**src/rtl/fetch_unit.sv**
```systemverilog
// ============================================================================
// fetch_unit : PC register with branch/writeback redirect and IF/ID register
// Rev 1.0
// ============================================================================
`default_nettype none

module fetch_unit #(
   parameter logic [31:0] RESET_PC   = 32'h0000_0000,
   parameter int          IMEM_WORDS = 81
) (
   input  logic        clk,
   input  logic        reset,
   input  logic        StallF,
   input  logic        StallD,
   input  logic        FlushD,
   input  logic        BranchTakenE,
   input  logic [31:0] BranchTargetE,
   input  logic        PCSrcW,
   input  logic [31:0] ResultW,
   output logic [31:0] PCF,
   input  logic [31:0] InstrF,
   output logic [31:0] InstrD,
   output logic [31:0] PCPlus8D,
   output logic        ValidD,
   output logic        FaultD,
   output logic [31:0] FetchCount
);

   localparam logic [31:0] c_IMEM_WORDS = 32'(IMEM_WORDS);

   logic [31:0] pcf_q, pcf_d;
   logic [31:0] instr_q;
   logic [31:0] pcplus8_q;
   logic        valid_q;
   logic        fault_q;
   logic [31:0] fetch_cnt_q;

   logic        w_redirect;
   logic        w_illegal;
   logic        w_load_d;
   logic [31:0] w_pc_plus4;
   logic [31:0] w_pc_plus8;

   assign w_redirect = BranchTakenE | PCSrcW;
   assign w_pc_plus4 = pcf_q + 32'd4;
   assign w_pc_plus8 = pcf_q + 32'd8;
   assign w_illegal  = (pcf_q[1:0] != 2'b00) || ({2'b00, pcf_q[31:2]} >= c_IMEM_WORDS);
   assign w_load_d   = !FlushD && !StallD;

   always_comb begin
      pcf_d = w_pc_plus4;
      if (BranchTakenE)
         pcf_d = BranchTargetE;
      else if (PCSrcW)
         pcf_d = ResultW;
   end

   // A redirect must win over StallF, otherwise a stalled fetch would lose the target
   always_ff @(posedge clk or negedge reset) begin
      if (!reset) begin
         pcf_q <= RESET_PC;
      end else if (!StallF || w_redirect) begin
         pcf_q <= pcf_d;
      end
   end

   always_ff @(posedge clk or negedge reset) begin
      if (!reset) begin
         instr_q     <= 32'd0;
         pcplus8_q   <= 32'd0;
         valid_q     <= 1'b0;
         fault_q     <= 1'b0;
         fetch_cnt_q <= 32'd0;
      end else if (FlushD) begin
         instr_q   <= 32'd0;
         pcplus8_q <= 32'd0;
         valid_q   <= 1'b0;
         fault_q   <= 1'b0;
      end else if (w_load_d) begin
         instr_q   <= w_illegal ? 32'd0 : InstrF;
         pcplus8_q <= w_pc_plus8;
         valid_q   <= 1'b1;
         fault_q   <= w_illegal;
         if (!w_illegal)
            fetch_cnt_q <= fetch_cnt_q + 32'd1;
      end
   end

   assign PCF        = pcf_q;
   assign InstrD     = instr_q;
   assign PCPlus8D   = pcplus8_q;
   assign ValidD     = valid_q;
   assign FaultD     = fault_q;
   assign FetchCount = fetch_cnt_q;

endmodule

`default_nettype wire

```
**config.mk**
```make
export PLATFORM = sky130hd
export DESIGN_NAME = fetch_unit
export DESIGN_NICKNAME = d
export VERILOG_FILES = /design/src/rtl/fetch_unit.sv
export SDC_FILE = /design/constraint.sdc
export NUM_CORES = 1
export LEC_CHECK = 0
export CAP_MARGIN = 30
export CORE_ASPECT_RATIO = 0.8
export CORE_MARGIN = 2
export CORE_UTILIZATION = 50
export CTS_CLUSTER_DIAMETER = 60
export CTS_CLUSTER_SIZE = 12
export DETAILED_ROUTE_END_ITERATION = 7
export GPL_TIMING_DRIVEN = 0
export PLACE_DENSITY_LB_ADDON = 0.12
export SLEW_MARGIN = 10
export SYNTH_ARGS = -nofsm -noshare
export SYNTH_HDL_FRONTEND = slang
export SYNTH_SLANG_ARGS = --single-unit
```
**constraint.sdc**
```tcl
create_clock -name clk -period 4.7 [get_ports clk]
set_clock_uncertainty 0.2 [all_clocks]
set_input_delay 1.175 -clock clk [delete_from_list [all_inputs] [get_ports clk]]
set_output_delay 1.175 -clock clk [all_outputs]
set_load 0.02 [all_outputs]
```
### Yosys cells after proc, flatten, opt, wreduce, memory -nomap -nowiden

Index checks and enable logic that the tools add are counted.

| word-level totals | value |
|---|---|
| flip-flop bits (word level) | 130 |
| bits in latches | 0 |
| bits in writable memories | 0 |
| bits in read-only memories | 0 |
| input port bits | 103 |
| output and inout bits | 130 |
| word-level logic and storage cells | 33 |
| memories kept | 0 |

| operators by class | value |
|---|---|
| $add $sub $neg | 3 |
| multiply operators | 0 |
| divide/modulo/power cells | 0 |
| magnitude comparators | 1 |
| equal/unequal tests | 0 |
| shift-type cells | 0 |
| muxes and demuxes | 11 |
| bitwise gates (word level) | 3 |
| reduce and logical (&&, ||, !) cells | 9 |

Operators with widths:

| operator | count |
|---|---|
| $mux W32 | 7 |
| $add A32 B1 Y32 const B | 1 |
| $add A32 B3 Y32 const B | 1 |
| $add A32 B4 Y32 const B | 1 |
| $ge A30 B7 Y1 const B | 1 |
| $mux W1 | 4 |
| $reduce_bool A2 Y1 | 2 |
| $logic_not A1 Y1 | 3 |
| $reduce_and A3 Y1 | 1 |
| $logic_or A1 B1 Y1 | 2 |
| $not A1 Y1 | 2 |
| $logic_and A1 B1 Y1 | 1 |
| $or A1 B1 Y1 | 1 |

### Logic depth before layout (Yosys ltp)

Gate-level depths: netlist of run 1.

| logic depth | value |
|---|---|
| depth after elaboration | 5 |
| gate-level depth with buffers | 9 |
| gate-level depth less buffers | 7 |

### Least setup slack after synthesis of run 1

No wires, ideal clock.

| timing | value |
|---|---|
| kind | input port to flip-flop |
| start | input port FlushD |
| end | register fetch_cnt_q[29], in the netlist FetchCount[29] |
| setup time | 0.080 ns |
| arrival | 2.585 ns |
| required time | 4.420 ns |
| path slack | 1.835 ns |
| stages on the path | 7 |
| buffers on the path | 2 |
| cells stage by stage | clkbuf_1 nor2_1 nand2_1 or4_1 buf_2 nor4_1 xor2_1 |

| on the way | value |
|---|---|
| cells in the longest elaborated chain, start to end | 3 |
| elaborated cells on any way between the ends | 4 |
| those cells by class | bitwise: 1; reduce/logical: 3 |

Ends and longest elaborated chain:

| item | RTL line | source |
|---|---|---|
| start, declared | 15 | `input logic FlushD,` |
| $logic_not A1 Y1 | 48 | `assign w_load_d = !FlushD && !StallD;` |
| $logic_and A1 B1 Y1 | 48 |  |
| $reduce_and A3 Y1 (no source line) * | - |  |
| end signal, assigned | 85 | `fetch_cnt_q <= fetch_cnt_q + 32'd1;` |
| end, declared | 36 | `logic [31:0] fetch_cnt_q;` |

Mark *: on every way between the ends. The rest lies on a longest branch, timed or not.
A chain may end at the register's enable or synchronous reset.

### Final worst setup path of run 1

| timing | value |
|---|---|
| start | input port StallF |
| end | register pcf_q[4], in the netlist PCF[4] |

| on the way | value |
|---|---|
| cells in the longest elaborated chain, start to end | 2 |

Ends and longest elaborated chain:

| item | RTL line | source |
|---|---|---|
| start, declared | 13 | `input logic StallF,` |
| $logic_not A1 Y1 | 62 | `end else if (!StallF \|\| w_redirect) begin` |
| $logic_or A1 B1 Y1 | 62 |  |
| end signal, assigned | 63 | `pcf_q <= pcf_d;` |
| end, declared | 31 | `logic [31:0] pcf_q, pcf_d;` |

No other way between the ends.

==> results of run 1 <==
-- worst max-delay path: stages --
cell and delay (ns):
clkdlybuf4s50_1 0.50, clkbuf_1 0.51, clkbuf_1 0.46, nand2_1 0.40, clkbuf_1 0.34, o21a_1 0.24
-- cells in the final DEF, fill, tap and decap left out, types with 15 or more instances in the layout --
| master | count |
|---|---|
| mux2i_1 | 18 |
| nor2_1 | 56 |
| nor3_1 | 19 |
| a21oi_1 | 51 |
| nand3_1 | 23 |
| and3_1 | 15 |
| dfrtp_1 | 130 |
| xor2_1 | 39 |
| nand2_1 | 75 |
| clkbuf_1 | 39 |
| a22o_1 | 33 |
| nand4_1 | 32 |
| o21ai_0 | 19 |
| inv_1 | 17 |
| clkbuf_16 | 17 |
| xnor2_1 | 35 |
| clkdlybuf4s50_1 | 229 |
-- cells in the mapped netlist, drive strengths merged (2+ instances only) --
master	number	share of area
mux2i	18	0.026
a22oi	3	0.0032
nand2b	3	0.0027
o21ai	19	0.013
nor2	56	0.030
o221ai	8	0.0099
inv	17	0.0090
nor3	19	0.013
mux2	2	0.0032
a22o	33	0.041
o21a	3	0.0032
ha	5	0.0089
or3	6	0.0053
a211oi	11	0.012
a21oi	51	0.036
nand4	33	0.031
nand3	24	0.018
nor2b	2	0.0018
nand2	75	0.040
clkbuf	41	0.022
and3	15	0.013
a31o	2	0.0025
dfrtp	130	0.46
xnor2	35	0.043
a311oi	4	0.0050
and2	5	0.0044
buf	24	0.020
a221oi	2	0.0025
xor2	39	0.048
nor4	19	0.026
or4	4	0.0043
o211ai	2	0.0021
and4	10	0.012
nor4b	2	0.0034
a31oi	2	0.0018
o31ai	5	0.0053
-- state kept, by name, indices dropped and copies added (netlist names) --
signal      flops
FaultD          1
FetchCount     32
InstrD         32
PCF            32
PCPlus8D       32
ValidD          1
-- metrics by stage --
| step | setup slack [ns] | area (µm²) | util | setup TNS [ns] |
|---|---|---|---|---|
| 3_3_place_gp | -2.958 | 9585 | 0.7000 | -382.62 |
| 6_report | 1.154 | 10210 | 0.7454 | 0 |
| 5_1_grt | 1.061 | 10210 | 0.7454 | 0 |
| 3_5_place_dp | 0.8330 | 9614 | 0.7021 | 0 |
| 4_1_cts | 1.259 | 10200 | 0.7451 | 0 |
| 2_1_floorplan | 1.835 | 7058 | - | 0 |
-- routing by layer --
metal  track usage  vias up  routed length [µm]
met5             0        -                   0
met1        0.4432     3332               10040
met2        0.4500      343               10110
li1              -     3170                   -
met3       0.07087       43                2042
met4       0.08542        0                 334
-- final timing paths --
check,from,end,slack (ns)
worst max-delay path,StallF,PCF[4],1.15
worst min-delay path,FetchCount[31],FetchCount[31],0.27
worst max register to register,PCF[2],InstrD[26],1.66
worst min register to register,FetchCount[31],FetchCount[31],0.27
max in group asynchronous,reset,PCPlus8D[5],3.02
min in group asynchronous,reset,PCF[20],0.49
-- power by group --
part | internal, µW | switching (µW) | leakage [µW]
registers | 1170 | 50.1 | 0.00171
clock network | 829 | 518 | 0.000281
logic | 288 | 348 | 0.00226
-- kinds of logic (layout without fill, tap and decap cells) --
group / Yosys count / after routing
flip-flops: 130 / 130
buffers and inverters: 82 / 344
adder cells (fa/ha/maj): 5 / 5
multiplexers: 20 / 20
AO/OA/AOI/OAI: 152 / 152
XOR/XNOR: 74 / 74
AND/OR/NAND/NOR: 277 / 277
-- final cells by class --
class | instances | area, µm²
inverter | 17 | 63.81
tap | 180 | 225.2
timing repair buffer | 232 | 2336
sequential | 130 | 3253
buffer | 65 | 295.3
fill | 1046 | 3486
multi-input combinational | 528 | 3446
clock buffer | 17 | 425.4
clock inverter | 13 | 162.7
==> qor.csv, run 1 <==
stage,metric,value,unit
critical_path,CP Launch Type,input port,
floorplan,height of the die,110.3,µm
synth,post-synthesis adder-cell area fraction,0.008864,
pwr,power consumption,3206,µW
cts,CTS Hold Bufs,0,
drt,DR iter-0 viols,622,
floorplan,row cnt,38,
synth,xor/xnor share of the synthesized area,0.09183,
finish,Finished Layout Cells,1182,
floorplan,Ports,233,
finish,area delta synth->final,44.62,%
run,max_cap viols,0,
drt,DRC Markers,0,
drt,ANT nets after route,0,
sta,Final Hold Violating Endpoints,0,
critical_path,CP Data Required Time,4.80,ns
synth,Post-synth ARST share,1.000,
synth,Synth Warn #,0,
drt,Vias/cell,5.827,
drt,final WL,22.53,mm
synth,post-synthesis cell type count,57,
sta,RSZ-0062 raised after global routing,false,
synth,#FFs+latches synth,130,
sta,part of the cycle the worst path needs,0.7544,
pwr,pwr/cell area,314.1,mW/mm²
synth,Synth Area in Compound Gates,0.1480,
placed_design,RePlAce Congestion,0.8991,
placed_design,Post-Place Cells,1151,
grt,number of global-route vias before repair,6611,
finish,share of cells above drive strength 1,0.06687,
synth,Simple-Gate Fraction of Synth Area,0.2108,
placed_design,detailed placement HPWL,16.69,mm
floorplan,Initial Util,0.5154,
sta,Tightest Pin Transition,0.8688,ns
synth,"Seq/Total Area, Yosys",0.4609,
grt,largest net degree at the start of global routing,85,
cts,CTS buffer count,17,
synth,Synth Area per Inst,9.538,µm²
cts,root buf cell,clkbuf_16,
floorplan,Core Area,0.01369,mm²
finish,ANT cells,0,
critical_path,path depth of the worst reg2reg path,7,
cts,Post-CTS Repair Setup Buffers,0,
synth,cells after synthesis,740,
sta,Final min period,3.546,ns
placed_design,Port Buffer Count,230,
floorplan,Die X,136.8,µm
cts,CTS Buffer Depth,2,
drt,DR pass1 iterations,5,
grt,first-pass GRT wire length,34.80,mm
drt,Avg WL per Cell,19.06,µm
cts,CTS sink cnt,130,
sta,hold slack final,0.2712,ns
worst_hold_path,Hold Crit Depth,1,
sta,final setup fails,0,
synth,largest family of logic cells by synthesized area,simple AND/OR/NAND/NOR gates,
synth,"EDFF count, synth",0,
grt,Total Routing Usage GR,0.3025,
drt,Via Count,6888,
worst_hold_path,Worst Hold Class,reg -> reg,
sta,Peak Freq,282.0,MHz
critical_path,CP arrival,3.65,ns
sta,"Slew Viols, Final",0,
status,outcome,"complete, no violations",
pwr,Leak Pwr,0.004251,µW
pwr,maximum vdd ir drop,0.0002512,V
sta,relative slew slack,0.4154,
critical_path,CP max FO,10,
cts,post-CTS resize count,0,
grt,Overflow after GRT,0,
grt,initial antenna violation count,0,
finish,fin nets,1099,
cts,clock latency at the later pin of the worst-skew pair,0.42,ns
critical_path,Crit Path Class,in -> reg,
synth,syn_nets,848,
cts,htree depth,4,
synth,Synth Cell Area,0.007058,mm²
critical_path,crit end category,flip-flop,
synth,multiplexer share of the synthesized area,0.02872,
floorplan,Die ar.,0.01509,mm²
cts,CTS tree,built,
cts,"Clk pin slew, worst setup/hold paths",0.06,ns
synth,Main synth FF type,dfrtp_1,
Note: power is estimated with default switching activity, not from simulation.
==> inputs of run 2 (changes only) <==
--- a/config.mk
+++ b/config.mk
@@ -8,7 +8,7 @@
 export CAP_MARGIN = 30
 export CORE_ASPECT_RATIO = 0.8
 export CORE_MARGIN = 2
-export CORE_UTILIZATION = 50
+export CORE_UTILIZATION = 42
 export CTS_CLUSTER_DIAMETER = 60
 export CTS_CLUSTER_SIZE = 12
 export DETAILED_ROUTE_END_ITERATION = 7
==> constraint.sdc (replaced) <==
create_clock -name clk -period 3.2 [get_ports clk]
set_clock_uncertainty 0.2 [all_clocks]
set_input_delay 0.8 -clock clk [delete_from_list [all_inputs] [get_ports clk]]
set_output_delay 0.8 -clock clk [all_outputs]
set_load 0.02 [all_outputs]
==> qor.csv, run 2 (synthesis gave the netlist of run 1 again) <==
stage,metric,value,unit,change
status,outcome,"complete, no violations",,
sta,Peak Freq,332.8,MHz,
finish,Final Core Density,0.6244,,-0.1211
finish,area delta synth->final,45.97,%,
floorplan,row cnt,42,,+11%
pwr,pwr/cell area,469.3,mW/mm²,+49%
drt,DR pass1 iterations,5,,unchanged
cts,CTS tree,built,,
drt,Avg WL per Cell,18.74,µm,-1.7%
placed_design,Port Buffer Count,230,,unchanged
placed_design,Post-Place Cells,1191,,+3.5%
grt,initial antenna violation count,0,,unchanged
floorplan,Ports,233,,unchanged
critical_path,CP arrival,3.11,ns,-0.54 ns
sta,Final min period,3.005,ns,
critical_path,CP Data Required Time,3.31,ns,-1.49 ns
pwr,clock share of power,0.435,,+0.015
placed_design,RePlAce Congestion,0.9094,,+1.1%
finish,fin nets,1099,,unchanged
floorplan,Die ar.,0.01786,mm²,+18%
cts,CTS buffer count,17,,unchanged
drt,Vias/cell,5.542,,-4.9%
pwr,share of power burned in registers,0.371,,-0.010
cts,"Clk pin slew, worst setup/hold paths",0.06,ns,about the same
run,max_cap viols,0,,unchanged
pwr,Sw Ratio,0.2840,,-0.001865
finish,Finished Layout Cells,1224,,+3.6%
drt,DR iter-0 viols,660,,+6.1%
finish,most frequent cells in the layout,"clkdlybuf4s50_1, dfrtp_1, nand2_1, nor2_1, a21oi_1",,
sta,part of the cycle the worst path needs,0.9391,,
floorplan,Initial Util,0.4277,,-0.08770
critical_path,Crit Path Class,reg -> reg,,
cts,clock latency at the later pin of the worst-skew pair,0.42,ns,about the same
pwr,Cell Int Power,3462,µW,+51%
critical_path,CP max FO,10,,unchanged
pwr,Leak Pwr,0.004268,µW,+0.38%
sta,RSZ-0062 raised after global routing,false,,
critical_path,CP Launch Type,flip-flop,,
floorplan,Die X,148.9,µm,+8.8%
drt,ANT nets after route,0,,unchanged
placed_design,detailed placement HPWL,17.05,mm,+2.2%
grt,Overflow after GRT,0,,unchanged
sta,Final Hold Violating Endpoints,0,,unchanged
finish,share of cells above drive strength 1,0.06873,,+0.001859
sta,final setup fails,0,,unchanged
pwr,maximum vdd ir drop,0.0003507,V,+40%
grt,number of global-route vias before repair,6666,,+0.83%
critical_path,crit end category,flip-flop,,
drt,DRC Markers,0,,unchanged
pwr,Gate power share,0.194,,-0.004
sta,setup TNS,0,ns,unchanged
drt,Via Count,6783,,-1.5%
pwr,switching power,1373,µW,+50%
floorplan,height of the die,119.9,µm,+8.8%
worst_hold_path,Worst Hold Class,in -> async,,
sta,"Slew Viols, Final",0,,unchanged
finish,"most common cell after layout, fill and taps aside",clkdlybuf4s50_1,,
cts,htree depth,4,,unchanged
grt,largest net degree at the start of global routing,84,,-1.2%
cts,root buf cell,clkbuf_16,,
cts,CTS Buffer Depth,2,,unchanged
finish,ANT cells,0,,unchanged
drt,final WL,22.94,mm,+1.8%
cts,CTS sink cnt,130,,unchanged
finish,# fillers,1478,,+41%
floorplan,Core Area,0.01650,mm²,+21%
sta,relative slew slack,0.3962,,-0.01924
grt,Total Routing Usage GR,0.2626,,-0.03989
grt,first-pass GRT wire length,36.40,mm,+4.6%
sta,Tightest Pin Transition,0.8974,ns,+0.02859 ns
-- run 2: area by class of cell --
| type | count | area (µm²) | area share |
|---|---|---|---|
| Inverter | 17 | 63.81 | 0.006194 |
| Clock inverter | 14 | 202.7 | 0.01967 |
| Buffer | 65 | 296.5 | 0.02878 |
| Multi-Input combinational cell | 528 | 3446 | 0.3345 |
| Clock buffer | 18 | 429.2 | 0.04166 |
| Tap cell | 220 | 275.3 | 0.02672 |
| Timing Repair Buffer | 232 | 2336 | 0.2267 |
| Sequential cell | 130 | 3253 | 0.3158 |
-- run 2: metrics by stage --
step	hold WS [ns]	worst slack (ns)	power, µW	cell area [µm²]
detailed placement	0.2660	-0.2613	2750	9664
floorplan	0.3044	0.6352	2287	7058
CTS	0.1154	0.1789	4868	10300
global route	0.1331	0.05147	5033	10300
finish	0.1098	0.1949	4835	10300
global placement	0.2602	-4.300	2742	9635
-- run 2: worst paths after layout --
path	cells after the start	start	end	slack (ns)
setup / recovery	7	PCF[2]	InstrD[30]	0.19
min in group clk	1	FetchCount[31]	FetchCount[31]	0.27
hold reg to reg	1	FetchCount[31]	FetchCount[31]	0.27
max in group asynchronous	2	reset	PCPlus8D[22]	1.91
setup reg to reg	7	PCF[2]	InstrD[30]	0.19
hold / removal	1	reset	PCF[20]	0.11
-- run 2: layer usage --
metal	up-vias	track usage	part of all wire
met1	3316	0.3932	0.46
met3	24	0.06046	0.084
li1	3175	-	-
met5	-	0	0
met4	0	0.07798	0.013
met2	268	0.3770	0.44
-- run 2: critical path, cell delays in order, from the launching register on --
cell and delay (ns):
dfrtp_1 0.63, ha_1 0.22, or3b_2 0.46, a31o_2 0.29, and4_1 0.20, clkbuf_1 0.28, buf_1 0.32, a22o_1 0.30
-- run 2: what timing repair did --
action                                  in CTS  in global routing
hold buffers                                 0                  0
setup buffers                                0                  0
endpoints found under the setup margin       0                  2
resized for setup                            0                  2
-- run 2: power groups by stage --
stage | Sequential, µW | Combinational [µW] | Clock, µW
after floorplan | 1900 | 383 | 0
after global placement | 1820 | 921 | 0
after detailed placement | 1820 | 928 | 0
after CTS | 1790 | 934 | 2140
after global routing | 1800 | 1010 | 2220
final | 1790 | 936 | 2110
==> inputs of run 3 (changes only) <==
--- a/config.mk
+++ b/config.mk
@@ -6,9 +6,11 @@
 export NUM_CORES = 1
 export LEC_CHECK = 0
 export CAP_MARGIN = 30
+export CELL_PAD_IN_SITES_DETAIL_PLACEMENT = 0
+export CELL_PAD_IN_SITES_GLOBAL_PLACEMENT = 1
 export CORE_ASPECT_RATIO = 0.8
 export CORE_MARGIN = 2
-export CORE_UTILIZATION = 42
+export CORE_UTILIZATION = 31
 export CTS_CLUSTER_DIAMETER = 60
 export CTS_CLUSTER_SIZE = 12
 export DETAILED_ROUTE_END_ITERATION = 7
==> qor.csv, run 3 (synthesis gave the netlist of run 1 again) <==
stage,metric,value,unit,change
status,outcome,"complete, no violations",,
cts,post-CTS resize count,1,,+1
pwr,maximum vdd ir drop,0.0003549,V,+1.2%
drt,Vias/cell,5.079,,-8.3%
placed_design,placed inst area,0.009776,mm²,+1.2%
pwr,pwr/cell area,455.4,mW/mm²,-3.0%
worst_hold_path,Worst Hold Class,in -> async,,
finish,share of cells above drive strength 1,0.06972,,+0.0009960
run,max_cap viols,0,,unchanged
finish,Final Core Density,0.4616,,-0.1627
cts,CTS sink cnt,130,,unchanged
sta,hold slack final,0.02304,ns,-0.08672 ns
finish,final instance area,0.01036,mm²,+0.55%
placed_design,detailed placement HPWL,19.44,mm,+14%
drt,DR pass1 iterations,5,,unchanged
cts,Post-CTS Repair Setup Buffers,0,,unchanged
floorplan,Initial Util,0.3145,,-0.1132
grt,largest net degree at the start of global routing,94,,+12%
cts,htree depth,4,,unchanged
drt,Avg WL per Cell,19.91,µm,+6.2%
sta,part of the cycle the worst path needs,0.9671,,+0.02800
placed_design,RePlAce Congestion,0.8064,,-11%
finish,ANT cells,0,,unchanged
finish,area delta synth->final,46.76,%,
sta,"Slew Viols, Final",0,,unchanged
placed_design,Port Buffer Count,230,,unchanged
sta,Peak Freq,323.1,MHz,-2.9%
floorplan,row cnt,49,,+17%
pwr,Leak Pwr,0.004250,µW,-0.42%
floorplan,height of the die,139.0,µm,+16%
finish,most frequent cells in the layout,"clkdlybuf4s50_1, dfrtp_1, nand2_1, nor2_1, a21oi_1",,
grt,number of global-route vias before repair,6833,,+2.5%
cts,CTS Hold Bufs,0,,unchanged
finish,"most common cell after layout, fill and taps aside",clkdlybuf4s50_1,,
floorplan,Ports,233,,unchanged
cts,clock latency at the later pin of the worst-skew pair,0.43,ns,about the same
cts,"Clk pin slew, worst setup/hold paths",0.07,ns,about the same
critical_path,crit end category,flip-flop,,
grt,Total Routing Usage GR,0.2195,,-0.04308
sta,relative slew slack,0.3903,,-0.005955
cts,root buf cell,clkbuf_16,,
critical_path,CP max FO,10,,unchanged
sta,RSZ-0062 raised after global routing,false,,
critical_path,Crit Path Class,in -> reg,,
critical_path,CP arrival,3.21,ns,+0.10 ns
sta,Final min period,3.095,ns,+0.08959 ns
sta,Final Hold Violating Endpoints,0,,unchanged
drt,ANT nets after route,0,,unchanged
sta,final setup fails,0,,unchanged
critical_path,r2r setup slk,0.20,ns,about the same
cts,CTS buffer count,17,,unchanged
critical_path,CP Launch Type,input port,,
grt,initial antenna violation count,0,,unchanged
drt,final WL,26.08,mm,+14%
drt,DR iter-0 viols,473,,-28%
critical_path,CP Data Required Time,3.32,ns,about the same
floorplan,Die ar.,0.02400,mm²,+34%
grt,first-pass GRT wire length,40.64,mm,+12%
sta,Final Worst Setup Slack,0.1053,ns,-0.08959 ns
finish,fin nets,1099,,unchanged
critical_path,RR Startpoint,PCF[3],,
critical_path,worst flop-to-flop path endpoint,InstrD[30],,
pwr,power consumption,4718,µW,-2.4%
cts,CTS tree,built,,
placed_design,DP Worst Slack,-0.4690,ns,-0.2077 ns
floorplan,Die X,172.7,µm,+16%
drt,DRC Markers,0,,unchanged
floorplan,Core Area,0.02244,mm²,+36%
sta,Tightest Pin Transition,0.9146,ns,+0.01721 ns
cts,CTS Buffer Depth,2,,unchanged
drt,Via Count,6654,,-1.9%
critical_path,path depth of the worst reg2reg path,8,,+1
grt,Overflow after GRT,0,,unchanged
[run 3: changes by cell type in the layout (fill, tap and decap cells not counted)]
cell / delta
buf_8: +1
buf_6: -1
clkinv_4: +3
inv_8: +2
clkinvlp_4: -2
bufinv_16: -3
dfrtp_2: +1
dfrtp_1: -1
[run 3: worst max-delay path by stage]
stage / start / end / slack, ns / cells past startpoint
after floorplan: PCF[2] / InstrD[10] / 0.64 / 7
after detailed placement: StallF / PCF[4] / -0.47 / 6
after global routing: StallF / PCF[12] / 0.01 / 7
after CTS: PCF[2] / InstrD[30] / 0.07 / 7
final: StallF / PCF[4] / 0.11 / 6
after global placement: reset / FetchCount[16] / -4.65 / 1
[run 3: cell type report]
cell class	count	area [µm²]
Timing Repair Buffer	232	2340
Multi-Input combinational cell	528	3446
Fill cell	2246	12080
Sequential cell	130	3254
Clock buffer	18	429.2
Clock inverter	14	146.4
Inverter	17	63.81
Tap cell	306	382.9
Buffer	65	296.5
[run 3: report_power, final]
group	leakage (µW)	switching (µW)	internal (µW)
logic	0.00226	525	424
clock network	0.000276	874	1100
registers	0.00171	76.6	1720
total	0.00425	1480	3240
[run 3: critical path, stage by stage]
cell	delay, ns
clkdlybuf4s50_1	0.51
clkbuf_2	0.32
clkbuf_1	0.51
nand2_1	0.45
clkbuf_1	0.36
o21a_1	0.24
[run 3: stage by stage]
step	TNS (ns)	instances
floorplan	0	740
global placement	-608.30	1276
detailed placement	-6.282	1277
CTS	0	1309
global route	0	1310
finish	0	1310
[run 3: routing by layer]
layer | part of all wire | vias to the layer above | global-route usage
met2 | 0.44 | 218 | 0.3319
met3 | 0.056 | 13 | 0.04496
li1 | - | 3168 | -
met1 | 0.49 | 3255 | 0.3228
met5 | 0 | - | 0
met4 | 0.0063 | 0 | 0.04817
